## src/rtl/conv2d_mc.sv

```systemverilog
// Multi-channel strided KxK convolution over a raster pixel stream with per-channel
// requantisation (shift, optional ReLU, saturation) and an elastic output stage.
module conv2d_mc #(
  parameter int LineWidthPx = 160,
  parameter int LineCountPx = 120,
  parameter int WidthIn     = 8,
  parameter int WeightWidth = 2,
  parameter int KernelWidth = 3,
  parameter int ChannelsOut = 4,
  parameter int Stride      = 1,
  parameter int Shift       = 0,
  parameter int WidthOut    = 16
) (
  input  logic                                                       clk_i,
  input  logic                                                       rst_ni,
  input  logic                                                       valid_i,
  output logic                                                       ready_o,
  input  logic [WidthIn-1:0]                                         data_i,
  input  logic [ChannelsOut*KernelWidth*KernelWidth*WeightWidth-1:0] weights_i,
  input  logic                                                       relu_en_i,
  output logic                                                       valid_o,
  input  logic                                                       ready_i,
  output logic [ChannelsOut*WidthOut-1:0]                            data_o,
  output logic                                                       last_o
);
  localparam int K  = KernelWidth;
  localparam int KK = K * K;
  localparam int NW = ChannelsOut * KK * WeightWidth;
  localparam int AW = WidthIn + WeightWidth + $clog2(KK) + 1;
  localparam int SW = (AW > WidthOut) ? AW : WidthOut;
  localparam int XW = $clog2(LineWidthPx);
  localparam int YW = $clog2(LineCountPx);
  localparam int PW = (Stride > 1) ? $clog2(Stride) : 1;
  localparam int XL = K - 1 + Stride * ((LineWidthPx - K) / Stride);
  localparam int YL = K - 1 + Stride * ((LineCountPx - K) / Stride);
  localparam logic signed [SW-1:0] SMAX = {{(SW-WidthOut+1){1'b0}}, {(WidthOut-1){1'b1}}};
  localparam logic signed [SW-1:0] SMIN = {{(SW-WidthOut+1){1'b1}}, {(WidthOut-1){1'b0}}};

  logic [XW-1:0]      r_x, w_x_nxt;
  logic [YW-1:0]      r_y, w_y_nxt;
  logic [PW-1:0]      r_px, r_py, w_px_nxt, w_py_nxt;
  logic               w_fire, w_produce, w_last;
  logic               r_valid, r_last;
  logic [WidthIn-1:0] r_win  [K][K];
  logic [WidthIn-1:0] r_line [K-1][LineWidthPx-1];
  logic [NW-1:0]      r_wts;
  logic               r_relu;
  logic signed [AW-1:0]        w_acc [ChannelsOut];
  logic [ChannelsOut*WidthOut-1:0] w_data;

  function automatic logic signed [AW-1:0] mul(input logic signed [WeightWidth-1:0] w,
                                               input logic [WidthIn-1:0] p);
    logic signed [AW-1:0] wv, pv;
    wv = {{(AW-WeightWidth){w[WeightWidth-1]}}, w};
    pv = {{(AW-WidthIn){1'b0}}, p};
    return wv * pv;
  endfunction

  function automatic logic signed [WidthOut-1:0] sat(input logic signed [SW-1:0] s);
    if (s > SMAX) return SMAX[WidthOut-1:0];
    if (s < SMIN) return SMIN[WidthOut-1:0];
    return s[WidthOut-1:0];
  endfunction

  function automatic logic signed [WidthOut-1:0] requant(input logic signed [AW-1:0] acc,
                                                         input logic relu);
    logic signed [SW-1:0] s;
    s = SW'(acc >>> Shift);
    if (relu && s[SW-1]) s = '0;
    return sat(s);
  endfunction

  assign ready_o   = ~r_valid | ready_i;
  assign w_fire    = valid_i & ready_o;
  assign w_produce = w_fire && (r_x >= XW'(K-1)) && (r_y >= YW'(K-1)) &&
                     (r_px == '0) && (r_py == '0);
  assign w_last    = (r_x == XW'(XL)) && (r_y == YW'(YL));

  // Phase counters hold the stride phase of the pixel about to be accepted;
  // they are re-anchored so column/row K-1 is always phase 0.
  always_comb begin
    w_x_nxt  = r_x + 1'b1;
    w_y_nxt  = r_y;
    w_px_nxt = (r_px == PW'(Stride-1)) ? '0 : r_px + 1'b1;
    w_py_nxt = r_py;
    if (r_x == XW'(LineWidthPx-1)) begin
      w_x_nxt  = '0;
      w_y_nxt  = (r_y == YW'(LineCountPx-1)) ? '0 : r_y + 1'b1;
      w_py_nxt = (r_py == PW'(Stride-1)) ? '0 : r_py + 1'b1;
      if (w_y_nxt == YW'(K-1)) w_py_nxt = '0;
    end
    if (w_x_nxt == XW'(K-1)) w_px_nxt = '0;
  end

  always_ff @(posedge clk_i or negedge rst_ni) begin
    if (!rst_ni) begin
      r_x  <= '0;
      r_y  <= '0;
      r_px <= '0;
      r_py <= '0;
    end else if (w_fire) begin
      r_x  <= w_x_nxt;
      r_y  <= w_y_nxt;
      r_px <= w_px_nxt;
      r_py <= w_py_nxt;
    end
  end

  // Each line delay is fed from the previous cycle's right column, so W-1 taps give a full line.
  always_ff @(posedge clk_i) begin
    if (w_fire) begin
      for (int r = 0; r < K-1; r++) begin
        r_line[r][0] <= r_win[r+1][K-1];
        for (int i = LineWidthPx-2; i > 0; i--) r_line[r][i] <= r_line[r][i-1];
      end
    end
  end

  always_ff @(posedge clk_i or negedge rst_ni) begin
    if (!rst_ni) begin
      for (int r = 0; r < K; r++)
        for (int c = 0; c < K; c++) r_win[r][c] <= '0;
      r_wts  <= '0;
      r_relu <= 1'b0;
    end else if (w_fire) begin
      for (int r = 0; r < K; r++)
        for (int c = 0; c < K-1; c++) r_win[r][c] <= r_win[r][c+1];
      for (int r = 0; r < K-1; r++) r_win[r][K-1] <= r_line[r][LineWidthPx-2];
      r_win[K-1][K-1] <= data_i;
      if (r_x == '0 && r_y == '0) begin
        r_wts  <= weights_i;
        r_relu <= relu_en_i;
      end
    end
  end

  always_comb begin
    for (int ch = 0; ch < ChannelsOut; ch++) begin
      w_acc[ch] = '0;
      for (int r = 0; r < K; r++)
        for (int c = 0; c < K; c++)
          w_acc[ch] = w_acc[ch] + mul(r_wts[(ch*KK + r*K + c)*WeightWidth +: WeightWidth],
                                      r_win[r][c]);
    end
  end

  always_comb begin
    w_data = '0;
    for (int ch = 0; ch < ChannelsOut; ch++)
      w_data[ch*WidthOut +: WidthOut] = requant(w_acc[ch], r_relu);
  end

  // Output stage: data stays combinational off the window, which freezes while stalled.
  always_ff @(posedge clk_i or negedge rst_ni) begin
    if (!rst_ni) begin
      r_valid <= 1'b0;
      r_last  <= 1'b0;
    end else if (ready_o) begin
      r_valid <= w_produce;
      r_last  <= w_produce & w_last;
    end
  end

  assign valid_o = r_valid;
  assign last_o  = r_last;
  assign data_o  = w_data;
endmodule

```

## config.mk

```make
export PLATFORM = sky130hd
export DESIGN_NAME = conv2d_mc
export DESIGN_NICKNAME = d
export VERILOG_FILES = /design/src/rtl/conv2d_mc.sv
export SDC_FILE = /design/constraint.sdc
export NUM_CORES = 2
export LEC_CHECK = 0
export BUFFER_PORTS_ARGS = -buffer_cell sky130_fd_sc_hd__buf_2
export CORE_MARGIN = 4
export CORE_UTILIZATION = 55
export CTS_CLUSTER_SIZE = 16
export DETAILED_ROUTE_END_ITERATION = 10
export GPL_TIMING_DRIVEN = 1
export HOLD_SLACK_MARGIN = 0.1
export PLACE_DENSITY = 0.7
export SYNTH_ARGS = -nofsm -noshare
export SYNTH_HDL_FRONTEND = slang
export SYNTH_SLANG_ARGS = --single-unit
```

## constraint.sdc

```tcl
create_clock -name clk_i -period 149.2 [get_ports clk_i]
set_input_delay 37.3 -clock clk_i [delete_from_list [all_inputs] [get_ports clk_i]]
set_output_delay 37.3 -clock clk_i [all_outputs]
set_load 0.02 [all_outputs]
```

==> metrics.txt <==
# TYPE chip_impl_metric gauge
chip_impl_info{name="regToRegEndpoint",value="r_line[0][620]$_DFFE_PP_"} 1
chip_impl_metric{name="place.gp.congestion",unit=""} 0.8814
chip_impl_metric{name="clockBufferDepth",unit=""} 4
chip_impl_metric{name="post_synth_and_or_nand_nor_area_fraction",unit=""} 0.04631
chip_impl_metric{name="io_buffers",unit=""} 151
chip_impl_metric{name="ios",unit=""} 152
chip_impl_metric{name="grt_antenna_before_repair",unit=""} 19
chip_impl_metric{name="design.core.area",unit="sq mm"} 0.1906
chip_impl_metric{name="drtIter0Drc",unit=""} 4417
chip_impl_metric{name="routed-via-count",unit=""} 46020
chip_impl_metric{name="core.rowCount",unit=""} 160
chip_impl_metric{name="layout.filler_cells",unit=""} 13240
chip_impl_metric{name="total_setup_buffers_inserted_after_cts",unit=""} 0
chip_impl_metric{name="fmaxAchievable",unit="MHz"} 13.32
chip_impl_metric{name="timing.max_cap.violations",unit=""} 0
chip_impl_metric{name="number_of_drc_violations_after_detailed_routing",unit=""} 0
chip_impl_metric{name="yosys_register_bits",unit=""} 2706
chip_impl_metric{name="worst_r2r_path_depth",unit=""} 9
chip_impl_metric{name="slew_headroom",unit=""} 0.2186
chip_impl_info{name="cts-root-buf",value="sky130_fd_sc_hd__clkbuf_16"} 1
chip_impl_metric{name="register_area",unit="sq mm"} 0.08045
chip_impl_metric{name="reg2reg_slack",unit="ps"} 142240
chip_impl_metric{name="net_count_after_synthesis",unit=""} 6622
chip_impl_metric{name="first_pass_iters",unit=""} 6
chip_impl_metric{name="detailed_placer_s_ending_hpwl",unit="um"} 113300
chip_impl_metric{name="post_route_cells_drive_above_1_share",unit=""} 0.1025
chip_impl_metric{name="share_of_the_synthesized_area_in_compound_gates_ao_oa_aoi_oai",unit=""} 0.01181
chip_impl_metric{name="final.setup.worst_slack",unit="ps"} 74100
chip_impl_info{name="crit_path_start_kind",value="input port"} 1
chip_impl_metric{name="final_min_period_over_clock_period",unit=""} 0.5033
chip_impl_metric{name="async_flop_share",unit=""} 0.05987
chip_impl_metric{name="setup_viol",unit=""} 0
chip_impl_info{name="min_path_type",value="reg -> reg"} 1
chip_impl_metric{name="post_synthesis_cell_type_count",unit=""} 73
chip_impl_metric{name="drv_slew",unit=""} 0
chip_impl_metric{name="postCtsHoldBufs",unit=""} 0
chip_impl_info{name="grt_setup_unrepaired",value="no"} 1
chip_impl_metric{name="clkSlewWorstSetupHoldPaths",unit="ps"} 70
chip_impl_metric{name="die_height",unit="um"} 446.1
chip_impl_info{name="timing_worst_setup_path_type",value="in -> out"} 1
chip_impl_metric{name="final_core_util",unit=""} 0.6191
chip_impl_metric{name="hold_viol_final",unit=""} 0
chip_impl_metric{name="detail_route.wl_per_cell",unit="um"} 21.35
chip_impl_metric{name="yosys.area_share.adder",unit=""} 0.1376
chip_impl_metric{name="synth.mux.area_fraction",unit=""} 0.004716
chip_impl_metric{name="synth_enable_flop_cells",unit=""} 2544
chip_impl_metric{name="ctsHtreeMaxLevel",unit=""} 5
chip_impl_metric{name="yosysWarningCount",unit=""} 0
chip_impl_metric{name="synth-seq-area-share",unit=""} 0.7619
chip_impl_metric{name="cts.repair.resized",unit=""} 0
chip_impl_metric{name="data_arrival_time_at_the_worst_slack_endpoint",unit="ps"} 37800
chip_impl_metric{name="path_max_fanout",unit=""} 5
chip_impl_info{name="postSynth.topFlopCell",value="sky130_fd_sc_hd__edfxtp_1"} 1
chip_impl_metric{name="detail-route-antenna-nets",unit=""} 0
chip_impl_metric{name="cts.sink_count",unit=""} 2706
chip_impl_info{name="worst_r2r_startpoint",value="valid_o$_DFFE_PN0N_"} 1
chip_impl_metric{name="largest_net_degree_at_the_start_of_global_routing",unit=""} 204
chip_impl_metric{name="die_width",unit="um"} 446.1
chip_impl_metric{name="worstSkewPairLatency",unit="ps"} 930
chip_impl_metric{name="cp_data_required_time",unit="ps"} 111900
chip_impl_info{name="synth.largest_area_cell",value="sky130_fd_sc_hd__edfxtp_1"} 1
chip_impl_info{name="synth_top_family_by_area",value="adder cells"} 1
chip_impl_metric{name="netlist_area",unit="sq mm"} 0.1056
chip_impl_info{name="crit_path_launch",value="ready_i"} 1
chip_impl_metric{name="min_period",unit="ps"} 75100
chip_impl_info{name="cell_types_with_the_largest_area_share_after_synthesis",value="sky130_fd_sc_hd__edfxtp_1 72%, sky130_fd_sc_hd__fa_1 12%, sky130_fd_sc_hd__dfrtp_1 3.8%, sky130_fd_sc_hd__inv_1 2.8%, sky130_fd_sc_hd__ha_1 2.2%"} 1
chip_impl_metric{name="synthToLayoutAreaGrowth",unit="%"} 11.76
chip_impl_metric{name="syn_area_per_cell",unit="sq um"} 18.38
chip_impl_info{name="run_status",value="finished clean"} 1
chip_impl_metric{name="synth_cells",unit=""} 5743
chip_impl_metric{name="placement.setup.worst_slack",unit="ps"} 74120
chip_impl_info{name="worst_setup_path_end_kind",value="primary output"} 1
chip_impl_metric{name="skew",unit="ps"} 77.25
chip_impl_info{name="top_post_synthesis_cells_by_count",value="2544 x sky130_fd_sc_hd__edfxtp_1, 777 x sky130_fd_sc_hd__inv_1, 612 x sky130_fd_sc_hd__fa_1"} 1
chip_impl_metric{name="aggregate_global_routing_overflow",unit=""} 0
chip_impl_metric{name="floorplan.die_area",unit="sq mm"} 0.1990
chip_impl_metric{name="hold_path_depth",unit=""} 0
chip_impl_metric{name="vias_per_cell",unit=""} 5.231
chip_impl_metric{name="track_usage",unit=""} 0.1940
chip_impl_info{name="clock_tree_from_tritoncts",value="yes"} 1
chip_impl_metric{name="setup_tns",unit="ps"} 0
chip_impl_metric{name="global_route_wire_length_before_repair",unit="um"} 287700
chip_impl_metric{name="floorplan.initialDensity",unit=""} 0.5540
chip_impl_info{name="timing.hold.worst.start",value="r_line[0][1161]$_DFFE_PP_"} 1
chip_impl_metric{name="final_net_count",unit=""} 6973
chip_impl_metric{name="tritoncts.num_buffers",unit=""} 279
chip_impl_metric{name="multiInputGateArea",unit="sq mm"} 0.02167
chip_impl_metric{name="routed_wirelength",unit="um"} 187800
chip_impl_metric{name="worstMarginPinSlew",unit="ps"} 1172
chip_impl_info{name="yosysMostFrequentCell",value="sky130_fd_sc_hd__edfxtp_1"} 1
chip_impl_metric{name="grt_pass1_vias",unit=""} 47800
chip_impl_metric{name="parity_gate_share_of_the_synthesized_area_counting_xor_and_xnor_cells",unit=""} 0.004799
chip_impl_info{name="hold-path-endpoint",value="r_line[0][1153]$_DFFE_PP_"} 1
chip_impl_metric{name="synth_top_area_frac",unit=""} 0.7235
## logic make-up (layout without fill, tap and decap cells)
group | count (synthesis) | after routing
AOI/OAI and AO/OA | 193 | 193
xor gates and xnor gates | 57 | 57
adders and majority gates | 794 | 794
buffers and inverters | 915 | 1452
DFF | 2706 | 2706
muxes | 45 | 45
other | 0 | 6
and+or+nand+nor | 1033 | 1033
## layout make-up
cell class / count / share of cell area
multi-input combinational: 2122 / 0.1837
antenna: 6 / 0.0001272
inverter: 786 / 0.02507
clock inverter: 141 / 0.01066
tap: 2511 / 0.02663
sequential: 2706 / 0.6818
timing repair buffer: 199 / 0.009936
clock buffer: 326 / 0.06217
## state kept, by name (all words and copies together) (netlist names)
name,count
r_wts,72
last_o,1
r_x,8
r_relu,1
r_line,2544
valid_o,1
r_win,72
r_y,7
## how the worst max path moves through the flow
stage,end,slack (ps)
2_1_floorplan,r_line[0][0]$_DFFE_PP_,38800
3_3_place_gp,ready_o,74110
3_5_place_dp,ready_o,74120
4_1_cts,ready_o,74110
5_1_grt,ready_o,74080
6_report,ready_o,74100
## metal layers
layer	part of all wire	track usage	vias up	routed length [um]
li1	-	-	20470	-
met1	0.44	0.2794	23820	82170
met2	0.46	0.2956	1324	86890
met3	0.060	0.04090	407	11330
met4	0.040	0.07601	2	7445
met5	0.000069	0	-	13
## worst max-delay path, cell delays in order
cell                       delay [ps]
sky130_fd_sc_hd__buf_2             90
sky130_fd_sc_hd__nand2b_1         210
sky130_fd_sc_hd__buf_2            200
## placed cells by master (no fill, tap or decap), types with 21 or more instances in the layout
cell | Yosys | layout
sky130_fd_sc_hd__a21oi_1 | 35 | 35
sky130_fd_sc_hd__and2_1 | 112 | 112
sky130_fd_sc_hd__buf_2 | 8 | 150
sky130_fd_sc_hd__buf_4 | 4 | 44
sky130_fd_sc_hd__bufinv_16 | 0 | 21
sky130_fd_sc_hd__clkbuf_1 | 113 | 36
sky130_fd_sc_hd__clkbuf_16 | 0 | 285
sky130_fd_sc_hd__clkinv_1 | 8 | 61
sky130_fd_sc_hd__clkinv_2 | 0 | 41
sky130_fd_sc_hd__dfrtp_1 | 162 | 162
sky130_fd_sc_hd__edfxtp_1 | 2544 | 2544
sky130_fd_sc_hd__fa_1 | 612 | 612
sky130_fd_sc_hd__ha_1 | 182 | 182
sky130_fd_sc_hd__inv_1 | 777 | 777
sky130_fd_sc_hd__mux2_2 | 38 | 38
sky130_fd_sc_hd__nand2_1 | 477 | 477
sky130_fd_sc_hd__nand2b_1 | 189 | 189
sky130_fd_sc_hd__nor2_1 | 155 | 155
sky130_fd_sc_hd__nor3_1 | 33 | 33
sky130_fd_sc_hd__o21ai_0 | 69 | 69
sky130_fd_sc_hd__xnor2_1 | 43 | 43
## through the flow
stage          cell area (sq um)  cells  hold slack, ps
2_1_floorplan             105600   5743           400.3
3_3_place_gp              109400   8324           400.5
3_5_place_dp              109400   8324           404.5
4_1_cts                   118000   8791           372.5
5_1_grt                   118000   8791           377.9
6_report                  118000   8797           380.8
Power is left out: the tool's default activity adds up to more than one toggle a clock period on the data nets, which glitch-free logic cannot reach.
